<file path="src/rtl/i2c_bit_engine.sv">
// I2C master bit engine: sequences START / WRITE / READ / STOP on SDA against the
// sensed SCL of an external SCL generator, and detects arbitration loss while writing.
module i2c_bit_engine #(
  parameter int HOLD_CYC = 4,
  parameter int CNT_W    = 4
) (
  input  logic       clk,
  input  logic       rst,
  input  logic       cmd_valid,
  output logic       cmd_ready,
  input  logic [1:0] cmd,
  input  logic [7:0] tx_data,
  input  logic       tx_ack,
  output logic       done,
  output logic [7:0] rx_data,
  output logic       rx_ack,
  output logic       busy,
  output logic       arb_lost,
  output logic       scl_en,
  output logic       scl_wait,
  input  logic       scl_i,
  input  logic       sda_i,
  output logic       sda_o
);

  localparam logic [1:0] CMD_START = 2'd0;
  localparam logic [1:0] CMD_WRITE = 2'd1;
  localparam logic [1:0] CMD_READ  = 2'd2;
  localparam logic [1:0] CMD_STOP  = 2'd3;

  typedef enum logic [2:0] {
    S_IDLE, S_HOLD, S_START, S_WRITE, S_READ, S_ACK, S_STOP
  } state_t;

  state_t           state_q, state_d;
  logic             scl_q;
  logic [CNT_W-1:0] hold_q, hold_d;
  logic [3:0]       bit_q, bit_d;
  logic             phase_q, phase_d;
  logic             rstart_q, rstart_d;
  logic [7:0]       shift_q, shift_d;
  logic             tx_ack_q, tx_ack_d;
  logic             sda_q, sda_d;
  logic             scl_en_q, scl_en_d;
  logic             scl_wait_q, scl_wait_d;
  logic             done_q, done_d;
  logic             arb_q, arb_d;
  logic [7:0]       rx_data_q, rx_data_d;
  logic             rx_ack_q, rx_ack_d;

  logic scl_rise, scl_fall, accept, hold_done, arb_hit, hold_restart;

  assign scl_rise  = scl_i & ~scl_q;
  assign scl_fall  = ~scl_i & scl_q;
  assign cmd_ready = (state_q == S_IDLE) || (state_q == S_HOLD);
  assign accept    = cmd_valid & cmd_ready;
  assign hold_done = (hold_q == CNT_W'(HOLD_CYC));
  // Only reachable in WRITE, where cmd_ready is low, so loss always wins over a new command.
  assign arb_hit   = (state_q == S_WRITE) & scl_rise & sda_q & ~sda_i;

  always_ff @(posedge clk) begin
    if (rst) begin
      state_q    <= S_IDLE;
      scl_q      <= 1'b1;
      hold_q     <= '0;
      bit_q      <= 4'd0;
      phase_q    <= 1'b0;
      rstart_q   <= 1'b0;
      shift_q    <= 8'h00;
      tx_ack_q   <= 1'b0;
      sda_q      <= 1'b1;
      scl_en_q   <= 1'b0;
      scl_wait_q <= 1'b0;
      done_q     <= 1'b0;
      arb_q      <= 1'b0;
      rx_data_q  <= 8'h00;
      rx_ack_q   <= 1'b1;
    end else begin
      state_q    <= state_d;
      scl_q      <= scl_i;
      hold_q     <= hold_d;
      bit_q      <= bit_d;
      phase_q    <= phase_d;
      rstart_q   <= rstart_d;
      shift_q    <= shift_d;
      tx_ack_q   <= tx_ack_d;
      sda_q      <= sda_d;
      scl_en_q   <= scl_en_d;
      scl_wait_q <= scl_wait_d;
      done_q     <= done_d;
      arb_q      <= arb_d;
      rx_data_q  <= rx_data_d;
      rx_ack_q   <= rx_ack_d;
    end
  end

  always_comb begin
    state_d = state_q;
    case (state_q)
      S_IDLE:  if (accept && cmd == CMD_START) state_d = S_START;
      S_HOLD: begin
        if (accept) begin
          case (cmd)
            CMD_START: state_d = S_START;
            CMD_WRITE: state_d = S_WRITE;
            CMD_READ:  state_d = S_READ;
            default:   state_d = S_STOP;
          endcase
        end
      end
      S_START: if (phase_q && scl_fall) state_d = S_HOLD;
      S_WRITE: begin
        if (arb_hit)                         state_d = S_IDLE;
        else if (scl_fall && bit_q == 4'd7)  state_d = S_ACK;
      end
      S_ACK:   if (scl_fall) state_d = S_HOLD;
      S_READ:  if (scl_fall && bit_q == 4'd8) state_d = S_HOLD;
      S_STOP:  if (phase_q && hold_done) state_d = S_IDLE;
      default: state_d = S_IDLE;
    endcase
  end

  always_comb begin
    bit_d      = bit_q;
    phase_d    = phase_q;
    rstart_d   = rstart_q;
    shift_d    = shift_q;
    tx_ack_d   = tx_ack_q;
    sda_d      = sda_q;
    scl_en_d   = scl_en_q;
    scl_wait_d = scl_wait_q;
    done_d     = 1'b0;
    arb_d      = 1'b0;
    rx_data_d  = rx_data_q;
    rx_ack_d   = rx_ack_q;
    case (state_q)
      S_IDLE: begin
        if (accept) begin
          case (cmd)
            CMD_START: begin sda_d = 1'b0; rstart_d = 1'b0; phase_d = 1'b0; bit_d = 4'd0; end
            CMD_STOP:  done_d = 1'b1;
            default:   begin done_d = 1'b1; rx_ack_d = 1'b1; end
          endcase
        end
      end
      S_HOLD: begin
        scl_wait_d = 1'b1;
        if (accept) begin
          shift_d  = tx_data;
          tx_ack_d = tx_ack;
          bit_d    = 4'd0;
          phase_d  = 1'b0;
          if (cmd == CMD_START) begin
            // Repeated start: release SDA while SCL is low so it can fall while SCL is high.
            sda_d      = 1'b1;
            scl_wait_d = 1'b0;
            rstart_d   = 1'b1;
          end
        end
      end
      S_START: begin
        if (!phase_q) begin
          if (rstart_q) begin
            if (scl_rise) phase_d = 1'b1;
          end else if (hold_done) begin
            scl_en_d = 1'b1;
            phase_d  = 1'b1;
          end
        end else begin
          if (rstart_q && hold_done) sda_d = 1'b0;
          if (scl_fall) begin done_d = 1'b1; scl_wait_d = 1'b1; end
        end
      end
      S_WRITE: begin
        scl_wait_d = 1'b0;
        if (arb_hit) begin
          arb_d    = 1'b1;
          done_d   = 1'b1;
          sda_d    = 1'b1;
          scl_en_d = 1'b0;
        end else begin
          if (hold_done) sda_d = shift_q[3'd7 - bit_q[2:0]];
          if (scl_fall)  bit_d = bit_q + 4'd1;
        end
      end
      S_ACK: begin
        if (hold_done) sda_d = 1'b1;
        if (scl_rise)  rx_ack_d = sda_i;
        if (scl_fall)  begin done_d = 1'b1; scl_wait_d = 1'b1; end
      end
      S_READ: begin
        scl_wait_d = 1'b0;
        if (hold_done) sda_d = (bit_q == 4'd8) ? tx_ack_q : 1'b1;
        if (scl_rise && bit_q != 4'd8) shift_d = {shift_q[6:0], sda_i};
        if (scl_fall) begin
          if (bit_q == 4'd8) begin
            rx_data_d  = shift_q;
            done_d     = 1'b1;
            scl_wait_d = 1'b1;
          end else begin
            bit_d = bit_q + 4'd1;
          end
        end
      end
      S_STOP: begin
        if (!phase_q) begin
          if (hold_done) begin sda_d = 1'b0; scl_wait_d = 1'b0; end
          if (scl_rise)  phase_d = 1'b1;
        end else if (hold_done) begin
          sda_d    = 1'b1;
          scl_en_d = 1'b0;
          done_d   = 1'b1;
        end
      end
      default: ;
    endcase
  end

  // The hold timer restarts on every state, phase or bit boundary and then saturates.
  assign hold_restart = (state_d != state_q) || (phase_d != phase_q) ||
                        (scl_fall && (state_q == S_WRITE || state_q == S_READ));
  assign hold_d = hold_restart ? '0 : (hold_done ? hold_q : hold_q + CNT_W'(1));

  assign done     = done_q;
  assign rx_data  = rx_data_q;
  assign rx_ack   = rx_ack_q;
  assign busy     = (state_q != S_IDLE);
  assign arb_lost = arb_q;
  assign scl_en   = scl_en_q;
  assign scl_wait = scl_wait_q;
  assign sda_o    = sda_q;

endmodule

</file>
<file path="config.mk">
export PLATFORM = sky130hd
export DESIGN_NAME = i2c_bit_engine
export DESIGN_NICKNAME = d
export VERILOG_FILES = /design/src/rtl/i2c_bit_engine.sv
export SDC_FILE = /design/constraint.sdc
export NUM_CORES = 1
export LEC_CHECK = 0
export CORE_MARGIN = 2
export CORE_UTILIZATION = 55
export DETAILED_ROUTE_END_ITERATION = 10
export GPL_TIMING_DRIVEN = 0
export PLACE_DENSITY_LB_ADDON = 0.2
export SLEW_MARGIN = 20
export SYNTH_ARGS = -nofsm -noshare
export SYNTH_HDL_FRONTEND = slang
export SYNTH_SLANG_ARGS = --single-unit
export TNS_END_PERCENT = 10
</file>
<file path="constraint.sdc">
create_clock -name clk -period 2.3 [get_ports clk]
set_clock_uncertainty 0.1 [all_clocks]
set_input_delay 0.46 -clock clk [delete_from_list [all_inputs] [get_ports clk]]
set_output_delay 0.46 -clock clk [all_outputs]
set_load 0.1 [all_outputs]
</file>
* Word level (Yosys, flattened, before mapping)
Cells that the tools add are included.
** Operators by class
- Bitwise gates (word level) :: 10
- Reduce and logical (&&, ||, !) cells :: 34
- Add/subtract/negate cells :: 3
- Muxes and demuxes :: 71
- Eq/ne operators :: 38
- $lt $le $gt $ge :: 1
** Operator list (number)
- 2-to-1 mux 1 bit :: 42
- != test 2 bit, second input constant :: 19
- 2-to-1 mux 4 bit :: 7
- 2-to-1 mux 3 bit :: 8
- one-hot mux 3 bit (7 select lines) :: 1
- 2-to-1 mux 8 bit :: 2
- one-hot mux 4 bit (4 select lines) :: 1
- one-hot mux 8 bit (2 select lines) :: 1
- one-hot mux 1 bit (6 select lines) :: 2
- AND reduction 10 bit :: 1
- equality test 3 bit, second input constant :: 3
- one-hot mux 3 bit (3 select lines) :: 1
- adder 4 x 1 -> 4 bit, second input constant :: 2
- equality test 4 x 3 -> 1 bit, second input constant :: 2
- logical AND 1 bit :: 8
- AND reduction 4 bit :: 2
- AND reduction 8 bit :: 1
- one-hot mux 1 bit (7 select lines) :: 1
- AND reduction 7 bit :: 1
- nonzero test 7 bit :: 1
- AND 1 bit :: 6
- equality test 3 x 2 -> 1 bit, second input constant :: 2
- != test 3 bit, second input constant :: 2
- AND reduction 3 bit :: 2
- 25 further kinds :: 39
** Word-level totals
- Input bits :: 16
- Register bits after elaboration :: 37
- Output and inout bits :: 16

* Logic depth before layout (Yosys ltp)
Gate-level depths: netlist of the first run.
- Word-level depth :: 11
- Depth in mapped cells :: 8

* Worst setup path after synthesis of the first run
Ideal clock, no wire load.
- Kind :: flip-flop to output port
- Start :: register state_q[1]
- End :: output busy
- Stages on the path, launching flop included :: 5
- Required time :: 1.740 ns
- Data arrival time :: 3.066 ns
- Path buffers :: 2
- Path slack :: -1.326 ns
- Cells stage by stage :: dfxtp_1 buf_2 clkbuf_1 nor2_1 nand2_1
** Between the ends
- Longest elaborated chain between the ends :: 1
** RTL lines
- start, declared :: RTL line 35 : state_t state_q, state_d;
- start signal, assigned :: RTL line 79 : state_q <= state_d;
- nonzero test 3 bit :: RTL line 227 : assign busy = (state_q != S_IDLE);
- end, declared :: RTL line 17 : output logic busy,
Every way passes these cells.

* Worst setup path after layout of the first run
- Start :: register state_q[1]
- End :: output cmd_ready
** Between the ends
- Longest elaborated chain between the ends :: 2
** RTL lines
- equality test 3 x 1 -> 1 bit or zero test 3 bit (tied branches) :: RTL line 55 : assign cmd_ready = (state_q == S_IDLE) || (state_q == S_HOLD);
- logical OR 1 bit (*) :: RTL line 55
- end, declared :: RTL line 10 : output logic cmd_ready,
Every way passes the cells marked *; elsewhere a longest branch is shown, timed or not.

==> metrics.md, run 1 <==
| Metric | Value |
|---|---|
| Status | `finished clean` |
| Post-synth top area share | `31.56%` |
| Leakage | `1.150 nW` |
| Final setup fails | `0` |
| DR WL/cell | `between 15 and 20 um` |
| Critical Path Max Stage Delay | `0.45 ns` |
| Cell Pwr Density | `475.5 mW/mm^2` |
| Post-synthesis cell count | `304` |
| Largest net degree at the start of global routing | `13` |
| Num CTS Buffers | `5` |
| Multi-input logic area | `between 0.0015 and 0.002 mm^2` |
| CP Data Arrival Time | `1.65 ns` |
| Layout Utilization | `70.27%` |
| Final Cycle Share | `96.05%` |
| Layout cells sized above 1 | `12.24%` |
| Reg2Reg Setup Slack | `0.14 ns` |
| Clock latency on the worst-skew pair | `0.30 ns` |
| Cells along the critical path | `buf_2, clkbuf_2, nor2_4, buf_2` |
| Ys flop type | `dfxtp_1` |
| Worst path top cell family by delay | `buffers and inverters` |
| Number of synthesized flops with an enable pin | `0` |
| Crit-path max FO | `10` |
| Die area | `0.004806 mm^2` |
| # Post-CTS Setup Buffers | `0` |
| Initial core utilization | `between 50% and 60%` |
| Worst setup margin | `0.09075 ns` |
| Most used cell, CP | `buf_2` |
| Most common cell after layout, fill and taps aside | `nand2_1` |
| Dpl ws | `-0.4681 ns` |
| Crit-path slowest cell | `buf_2` |
| Crit path time final | `2.209 ns` |
| Syn Std Cell Area | `about 0.0023 mm^2` |
| Mean Syn Cell Area | `approximately 7.7 um^2` |
| TritonCTS clock tree | `done` |
| Vias in the first global route | `2151` |
| Crit Path Category | `reg2out` |
| Initial DRC count | `244` |
| Cell Count, Final, Fillers Out | `~390` |
| Placed Cells | `385` |
| VDD IR max | `0.0003240 V` |
| Final wirelength | `6.396 mm` |
| Pre-Repair DR Iteration Count | `5` |
| Post-CTS Hold Buffers | `0` |
| ANT cells | `0` |
| Die H | `69.33 um` |
| Area delta synth->final | `21.48%` |
| Initial antenna violation count | `0` |
| DRC | `0` |
| Worst-margin pin slew | `0.9592 ns` |
| Fill count | `around 340` |
| Top cell type by total area after synthesis | `dfxtp_1` |
| Via count | `2381` |
| Clock transition at path regs | `roughly 0.070 ns` |
| FF/Latch Area | `740.7 um^2` |
| Sequential fraction of the synthesis area | `31.56%` |
| WP buf/inv | `3` |
| H-tree Lvls | `2` |
| Buffers on Ports | `31` |
| RePlAce Congestion | `between 0.9 and 1` |
| First-pass GRT wire length | `approximately 11 mm` |
| Final hold vios | `0` |
| Slew Limit Fails | `0` |
| Core Area | `a little over 0.004 mm^2` |
| Clock tree buffer depth | `2` |
| Distinct cells, synth | `61` |
| All-Layer GR Usage | `between 20% and 30%` |
| Syn_nets | `approximately 330` |
| Hold Crit Class | `reg2reg` |
| Total power | `0.001356 W` |
| Drt via density | `6.059` |
| Yosys Warn Count | `0` |
| # rows | `23` |
| Register bit total from synthesis | `37` |
| Highest Clock Rate | `between 400 and 500 MHz` |
| Ys async rst share | `0%` |
| Slew HR | `between 30% and 40%` |
| Ports | `32` |
| RSZ-0062 raised after global routing | `true` |
| Max_cap viols | `0` |
| Hpwl dp | `4.774 mm` |
| Setup crit start kind | `flop` |
| Die Wd | `69.33 um` |
| Nets | `367` |
| Global route overflow | `0` |
| Worst Path Required | `roughly 1.7 ns` |
| Critical path endpoint category | `output pin` |
| Post-Route Setup TNS | `0 ns` |
| Most frequent cells in the layout | `45 x nand2_1, 37 x dfxtp_1, 34 x a21oi_1` |
| Routed Antenna Nets | `0` |
| CTS root buf | `clkbuf_8` |
| CTS sink count | `37` |
| Dominant cells by area after synthesis | `dfxtp_1 32%, nand2_1 7.4%, a21oi_1 7.2%, ha_1 4.8%, nor2_1 4.8%` |
-- state kept, by name, summed over array words and instances, names as in the netlist, 3 cells and up --
register and flops:
bit_q 4, hold_q 4, rx_data 8, shift_q 8, state_q 3
-- cells in the mapped netlist, types with 3 or more instances --
cell / number
a211oi_1: 4
a21oi_1: 34
a31oi_1: 3
buf_2: 10
clkbuf_1: 8
dfxtp_1: 37
ha_1: 9
inv_1: 13
mux2i_1: 5
nand2_1: 46
nand2b_1: 6
nand3_1: 9
nand3b_1: 3
nor2_1: 30
nor2b_1: 4
nor3_1: 9
o21ai_0: 11
o221ai_1: 3
o311a_1: 3
-- per-layer routing --
metal	GRT usage [%]	share of wire, %
met5	0	0
met4	8.279	1.9
met3	6.250	7.8
met2	42.95	45
met1	38.94	45
-- area by class of cell --
cell class                 count  area share [%]
clock buffer                   6           2.896
inverter                      14           1.843
sequential                    37           25.98
tap                           50           2.194
buffer                        19           3.115
timing repair buffer          31           10.00
clock inverter                 2          0.4827
multi-input combinational    234           53.49
-- tightest hold or removal path, stage by stage (launching register included) --
cell	delay, ns
dfxtp_1	0.31
nand2_1	0.05
a21oi_1	0.05
-- metrics by stage --
| stage | hold WS (ns) | instance area (um^2) |
|---|---|---|
| after floorplan | 0.3468 | 2357 |
| after global placement | 0.3396 | 2730 |
| after detailed placement | 0.3453 | 2730 |
| after CTS | 0.3527 | 2806 |
| after global routing | 0.3660 | 2851 |
| final | 0.3505 | 2851 |
-- power by group --
| part | internal, W | switching [W] |
|---|---|---|
| combinational | 0.0000808 | 0.000135 |
| sequential | 0.000652 | 0.0000128 |
| clock | 0.000243 | 0.000233 |
-- worst paths after layout --
path | start | end | depth (start not counted)
max | state_q[1] | cmd_ready | 4
min | rx_data[5] | rx_data[5] | 2
max reg2reg | bit_q[1] | bit_q[3] | 7
min reg2reg | rx_data[5] | rx_data[5] | 2
-- kinds of logic after synthesis --
logic type / synth area share, %
muxes: 4.531
xor gates and xnor gates: 1.120
and+or+nand+nor: 28.15
DFF: 31.56
buffers and inverters: 5.970
adders and majority gates: 4.798
AOI/OAI and AO/OA: 23.88
-- repair_timing --
| action | CTS | global route |
|---|---|---|
| hold endpoints to repair | 0 | 0 |
| resized for setup | 26 | 7 |
| pin swaps | 1 | 1 |
| endpoints found under the setup margin | 21 | 9 |
Note: power is estimated with default switching activity, not from simulation.
==> run 2, diff against run 1 <==
- GPL_TIMING_DRIVEN: 0 -> default
==> run 2 against run 1 <==
Net effect: via count down 0.29%; worst hold slack better by 0.0023 ns; setup slack better by 0.022 ns; fmax up 1.0%; largest cell class unchanged; design area up 5.5%.
==> metrics.md, run 2 (synthesized netlist as in run 1, its figures left out) <==
| Metric | Value |
|---|---|
| Status | `finished clean` |
| Most frequent cells in the layout | `45 x nand2_1, 41 x buf_4, 37 x dfxtp_1` |
| Final hold vios | `0 (unchanged)` |
| Largest net degree at the start of global routing | `25 (+12)` |
| Area delta synth->final | `28.14%` |
| Slew Limit Fails | `0 (unchanged)` |
| Nets | `377 (+2.7%)` |
| Initial core utilization | `57.85% (unchanged)` |
| Vias in the first global route | `2167 (+0.74%)` |
| Placed Cells | `393 (+2.1%)` |
| CTS sink count | `37 (unchanged)` |
| Global route overflow | `0 (unchanged)` |
| Slew HR | `61.59% (+25 points)` |
| M3 GR Usage | `5.233% (-1.0 points)` |
| Leakage | `1.211 nW (+5.3%)` |
| H-tree Lvls | `2 (unchanged)` |
| Final setup fails | `0 (unchanged)` |
| Critical path endpoint category | `flop` |
| Num CTS Buffers | `5 (unchanged)` |
| VDD IR max | `0.0002777 V (-14%)` |
| CTS root buf | `clkbuf_8` |
| Post_cts resized | `0 (-100%)` |
| Buffers on Ports | `31 (unchanged)` |
| # Post-CTS Setup Buffers | `0 (unchanged)` |
| ANT cells | `0 (unchanged)` |
| Cell Count, Final, Fillers Out | `403 (+2.5%)` |
| Most crowded layer after global routing | `met2` |
| Total power | `0.001585 W (+17%)` |
| Initial DRC count | `174 (-29%)` |
| RePlAce Congestion | `0.9435 (-2.2%)` |
| DR WL/cell | `14.97 um (-8.0%)` |
| Highest Clock Rate | `457.2 MHz (+1.0%)` |
| Critical Path Max Stage Delay | `0.55 ns (+0.10 ns)` |
| Routed Antenna Nets | `0 (unchanged)` |
| CP Data Arrival Time | `2.31 ns (+0.66 ns)` |
| Via count | `2374 (-0.29%)` |
| Layout cells sized above 1 | `19.55% (+7.3 points)` |
| Max_cap viols | `0 (unchanged)` |
| Clock tree buffer depth | `2 (unchanged)` |
| Worst-margin pin slew | `0.5685 ns (-0.3908 ns)` |
| Die area | `0.004806 mm^2 (unchanged)` |
| RSZ-0062 raised after global routing | `false` |
| Hold Crit Class | `reg2reg` |
| Final wirelength | `6.031 mm (-5.7%)` |
| Die H | `69.33 um (unchanged)` |
| Worst Path Required | `2.42 ns (+0.68 ns)` |
| TritonCTS clock tree | `done` |
| All-Layer GR Usage | `25.73% (-2.1 points)` |
| # rows | `23 (unchanged)` |
| Most common cell after layout, fill and taps aside | `nand2_1` |
| Die Wd | `69.33 um (unchanged)` |
| Fill count | `329 (-1.8%)` |
| Post-CTS Hold Buffers | `0 (unchanged)` |
| Drt via density | `5.891 (-2.8%)` |
| Crit-path max FO | `4 (-6)` |
| Met1 Usage GRT | `35.58% (-3.4 points)` |
| Pre-Repair DR Iteration Count | `5 (unchanged)` |
| Crit-path slowest cell | `nor4bb_1` |
| Post-Route Setup TNS | `0 ns (unchanged)` |
| DRC | `0 (unchanged)` |
| Ports | `32 (unchanged)` |
| Initial antenna violation count | `0 (unchanged)` |
| Crit path time final | `2.187 ns (-0.02196 ns)` |
| Clock latency on the worst-skew pair | `0.29 ns (about the same)` |
| Crit Path Category | `in2reg` |
| Final Cycle Share | `95.10% (-0.95 points)` |
| Core Area | `0.004058 mm^2 (unchanged)` |
| Cell Pwr Density | `527.1 mW/mm^2 (+11%)` |
| Hpwl dp | `4.549 mm (-4.7%)` |
| Cells along the critical path | `clkdlybuf4s50_1, nor4bb_1, o21ai_0, a221oi_1, mux2i_1` |
| Clock transition at path regs | `0.08 ns (about the same)` |
| Setup crit start kind | `input pin` |
| GR Layer Usage met2 | `40.28% (-2.7 points)` |
| First-pass GRT wire length | `10.13 mm (-5.2%)` |
## run 2: cell count changes in the layout (fill, tap and decap cells not counted), moves of 2 or more
cell	previous run	this run
buf_12	0	4
dlygate4sd2_1	14	0
bufinv_16	0	2
buf_2	11	0
clkbuf_1	7	0
buf_4	1	41
## run 2: per-layer routing
| layer | up-vias | routed length (um) |
|---|---|---|
| met3 | 16 | 427 |
| met5 | - | 0 |
| li1 | 1189 | - |
| met1 | 1060 | 2713 |
| met2 | 109 | 2743 |
| met4 | 0 | 147 |
## run 2: report_power, final
group          internal (W)  switching [W]  total (W)
combinational     0.0000997       0.000130   0.000230
sequential         0.000652      0.0000157   0.000668
clock              0.000437       0.000251   0.000688
total               0.00119       0.000397    0.00159
## run 2: metrics by stage
stage / worst slack (ns) / utilization [%] / hold slack, ns / area, um^2
after floorplan: 0.02796 / - / 0.3468 / 2357
after global placement: -0.004329 / 70.37 / 0.3405 / 2855
after detailed placement: -0.1177 / 70.37 / 0.3465 / 2855
after CTS: 0.1799 / 73.76 / 0.3568 / 2993
after global routing: 0.04345 / 74.13 / 0.3746 / 3008
final: 0.1127 / 74.13 / 0.3528 / 3008
## run 2: path summary, 6_finish.rpt
path                              endpoint  startpoint  slack (ns)  cells past startpoint
worst max-delay path                 sda_o       scl_i        0.11                      5
worst max register to register  shift_q[1]  state_q[1]        0.20                      6
worst min register to register  rx_data[2]  rx_data[2]        0.35                      2
worst min-delay path            rx_data[2]  rx_data[2]        0.35                      2
## run 2: final cells by class
class                      count  area (um^2)  share of cell area, %
inverter                      14        52.55                  1.747
clock inverter                 3        68.82                  2.288
tap                           50        62.56                  2.080
clock buffer                   5        68.82                  2.288
timing repair buffer          60        538.0                  17.89
sequential                    37        740.7                  24.63
multi-input combinational    234         1476                  49.09
## run 2: critical path: cells and delay by family
kind                   cells  cell delay [ns]
AOI/OAI and AO/OA          2             0.57
and+or+nand+nor            1             0.55
buffers and inverters      1             0.51
muxes                      1             0.22
==> run 3, diff against run 2 <==
- CORE_UTILIZATION: 55 -> 57
- CTS_BUF_LIST: default -> sky130_fd_sc_hd__clkbuf_4 sky130_fd_sc_hd__clkbuf_8
==> run 3 against run 2 <==
Net effect: critical path depth rose by 1; sequential share of layout area rose by 0.23 points; sequential power about the same; first-iteration DRC count increased by 21%; critical endpoint unchanged; routed wire length increased by 1.9%; core utilization increased by 0.92 points; register-to-register slack better by 0.07 ns.
==> metrics.md, run 3 (synthesized netlist as in run 1, its figures left out) <==
| Metric | Value |
|---|---|
| ANT cells | `0 (unchanged)` |
| Dpl ws | `-0.02430 ns (+0.09344 ns)` |
| Hold Crit Class | `reg2reg` |
| H-tree Lvls | `2 (unchanged)` |
| Global route overflow | `0 (unchanged)` |
| Gate power share | `15.8% (+1.3 points)` |
| Post_cts resized | `0 (unchanged)` |
| Int Power | `0.001078 W (-9.3%)` |
| Setup crit start kind | `input pin` |
| Worst Path Required | `2.42 ns (about the same)` |
| Worst-margin pin slew | `0.5035 ns (-0.06491 ns)` |
| Crit path time final | `2.169 ns (-0.01802 ns)` |
| Most common cell after layout, fill and taps aside | `nand2_1` |
| Ports | `32 (unchanged)` |
| FF-to-FF path depth | `6 (unchanged)` |
| # rows | `23 (unchanged)` |
| Slew HR | `66.27% (+4.7 points)` |
| GR Layer Usage met2 | `43.57% (+3.3 points)` |
| Clock latency on the worst-skew pair | `0.30 ns (about the same)` |
| Die area | `0.004647 mm^2 (-3.3%)` |
| Vias in the first global route | `2096 (-3.3%)` |
| Leakage | `1.202 nW (-0.78%)` |
| Layout cells sized above 1 | `19.77% (+0.23 points)` |
| Most crowded layer after global routing | `met2` |
| First-pass GRT wire length | `9.894 mm (-2.3%)` |
| Clock transition at path regs | `0.07 ns (about the same)` |
| Largest net degree at the start of global routing | `32 (+28%)` |
| DP Area | `0.002865 mm^2 (+0.35%)` |
| Die H | `68.17 um (-1.7%)` |
| Hpwl dp | `4.588 mm (+0.86%)` |
| Routed Antenna Nets | `0 (unchanged)` |
| Core Area | `0.003971 mm^2 (-2.1%)` |
| Seq pwr share | `45.5% (+3.4 points)` |
| Initial DRC count | `211 (+21%)` |
| Initial antenna violation count | `0 (unchanged)` |
| Drt via density | `5.906 (+0.26%)` |
| Clock power frac | `38.7% (-4.7 points)` |
| Worst setup margin | `0.1307 ns (+0.01802 ns)` |
| Total power | `0.001467 W (-7.5%)` |
| Max_cap viols | `0 (unchanged)` |
| Post-Route Setup TNS | `0 ns (unchanged)` |
| RSZ-0062 raised after global routing | `false` |
| Most frequent cells in the layout | `45 x nand2_1, 43 x buf_4, 37 x dfxtp_1` |
| Post-CTS Hold Buffers | `0 (unchanged)` |
| Initial core utilization | `59.11% (+1.3 points)` |
| Highest Clock Rate | `461.0 MHz (+0.83%)` |
| Area delta synth->final | `26.97%` |
| DRC | `0 (unchanged)` |
| Clock tree buffer depth | `2 (unchanged)` |
| Via count | `2386 (+0.51%)` |
| Slew Limit Fails | `0 (unchanged)` |
| # Post-CTS Setup Buffers | `0 (unchanged)` |
| Die Wd | `68.17 um (-1.7%)` |
| Pre-Repair DR Iteration Count | `5 (unchanged)` |
| Cell Pwr Density | `492.3 mW/mm^2 (-6.6%)` |
| Reg2Reg Setup Slack | `0.27 ns (+0.07 ns)` |
| Crit-path max FO | `4 (unchanged)` |
| DR WL/cell | `15.21 um (+1.6%)` |
| Final hold vios | `0 (unchanged)` |
| Num CTS Buffers | `5 (unchanged)` |
| Final Cycle Share | `94.32% (-0.78 points)` |
| CTS root buf | `clkbuf_8` |
| Final setup fails | `0 (unchanged)` |
| Nets | `378 (+0.27%)` |
| R2R Path End | `hold_q[3]` |
| Hold Path End | `rx_data[1]` |
| CP Data Arrival Time | `2.29 ns (-0.02 ns)` |
| Status | `finished clean` |
| Hold Startpoint | `rx_data[1]` |
| VDD IR max | `0.0002781 V (+0.16%)` |
| Buffers on Ports | `31 (unchanged)` |
| Worst r2r src | `state_q[0]` |
| Fill count | `300 (-8.8%)` |
| Critical path endpoint category | `flop` |
| Met1 Usage GRT | `39.63% (+4.1 points)` |
| Crit Path Category | `in2reg` |
| Sw Ratio | `26.51% (+1.5 points)` |
| Finished Cell Area | `0.002980 mm^2 (-0.91%)` |
| Cells on Worst Hold Path | `2 (unchanged)` |
| Final wirelength | `6.143 mm (+1.9%)` |
| All-Layer GR Usage | `28.42% (+2.7 points)` |
| M3 GR Usage | `6.250% (+1.0 points)` |
| CTS sink count | `37 (unchanged)` |
| RePlAce Congestion | `0.9730 (+3.1%)` |
| TritonCTS clock tree | `done` |
| Net Switching | `0.0003890 W (-1.9%)` |
run 3: cell types whose count changed in the layout (fill, tap and decap cells not counted):
cell        delta
buf_4          +2
bufinv_16      -1
clkinvlp_4     +1
buf_12         -1
inv_6          -1
clkinv_4       +1
run 3: worst max-delay path by stage:
| stage | start | endpoint | cells past startpoint |
|---|---|---|---|
| 6_report | scl_i | sda_o | 6 |
| 4_1_cts | scl_i | sda_o | 6 |
| 3_5_place_dp | cmd[1] | hold_q[3] | 9 |
| 3_3_place_gp | scl_i | sda_o | 6 |
| 5_1_grt | scl_i | sda_o | 6 |
| 2_1_floorplan | state_q[1] | busy | 4 |
run 3: final cells by class:
| type | instances | area, um^2 | share of cell area, % |
|---|---|---|---|
| Multi-Input combinational cell | 234 | 1476 | 49.54 |
| Sequential cell | 37 | 740.7 | 24.85 |
| Timing Repair Buffer | 61 | 533.0 | 17.88 |
| Clock buffer | 5 | 68.82 | 2.309 |
| Tap cell | 50 | 62.56 | 2.099 |
| Inverter | 14 | 52.55 | 1.763 |
| Clock inverter | 3 | 46.29 | 1.553 |
run 3: power groups by stage:
stage	Combinational, W	Clock [W]	Sequential, W
final	0.000231	0.000568	0.000667
after global routing	0.000249	0.000607	0.000669
after CTS	0.000230	0.000578	0.000666
after detailed placement	0.000228	0	0.000682
after global placement	0.000226	0	0.000681
after floorplan	0.000116	0	0.000697
run 3: layer usage:
metal | wire length, um | vias up
met5 | 0 | -
met4 | 78 | 0
met3 | 529 | 7
met2 | 2790 | 104
met1 | 2745 | 1095
li1 | - | 1180
run 3: critical path, stage by stage:
cell	delay (ns)
clkdlybuf4s50_1	0.55
nor4bb_1	0.36
buf_4	0.18
o21ai_0	0.11
a221oi_1	0.40
mux2i_1	0.22
run 3: through the flow:
| step | util, % | hold slack (ns) | instances |
|---|---|---|---|
| after floorplan | - | 0.3468 | 304 |
| after global placement | 72.15 | 0.3406 | 396 |
| after detailed placement | 72.15 | 0.3448 | 396 |
| after CTS | 75.05 | 0.3542 | 404 |
| after global routing | 75.05 | 0.3703 | 404 |
| final | 75.05 | 0.3509 | 404 |
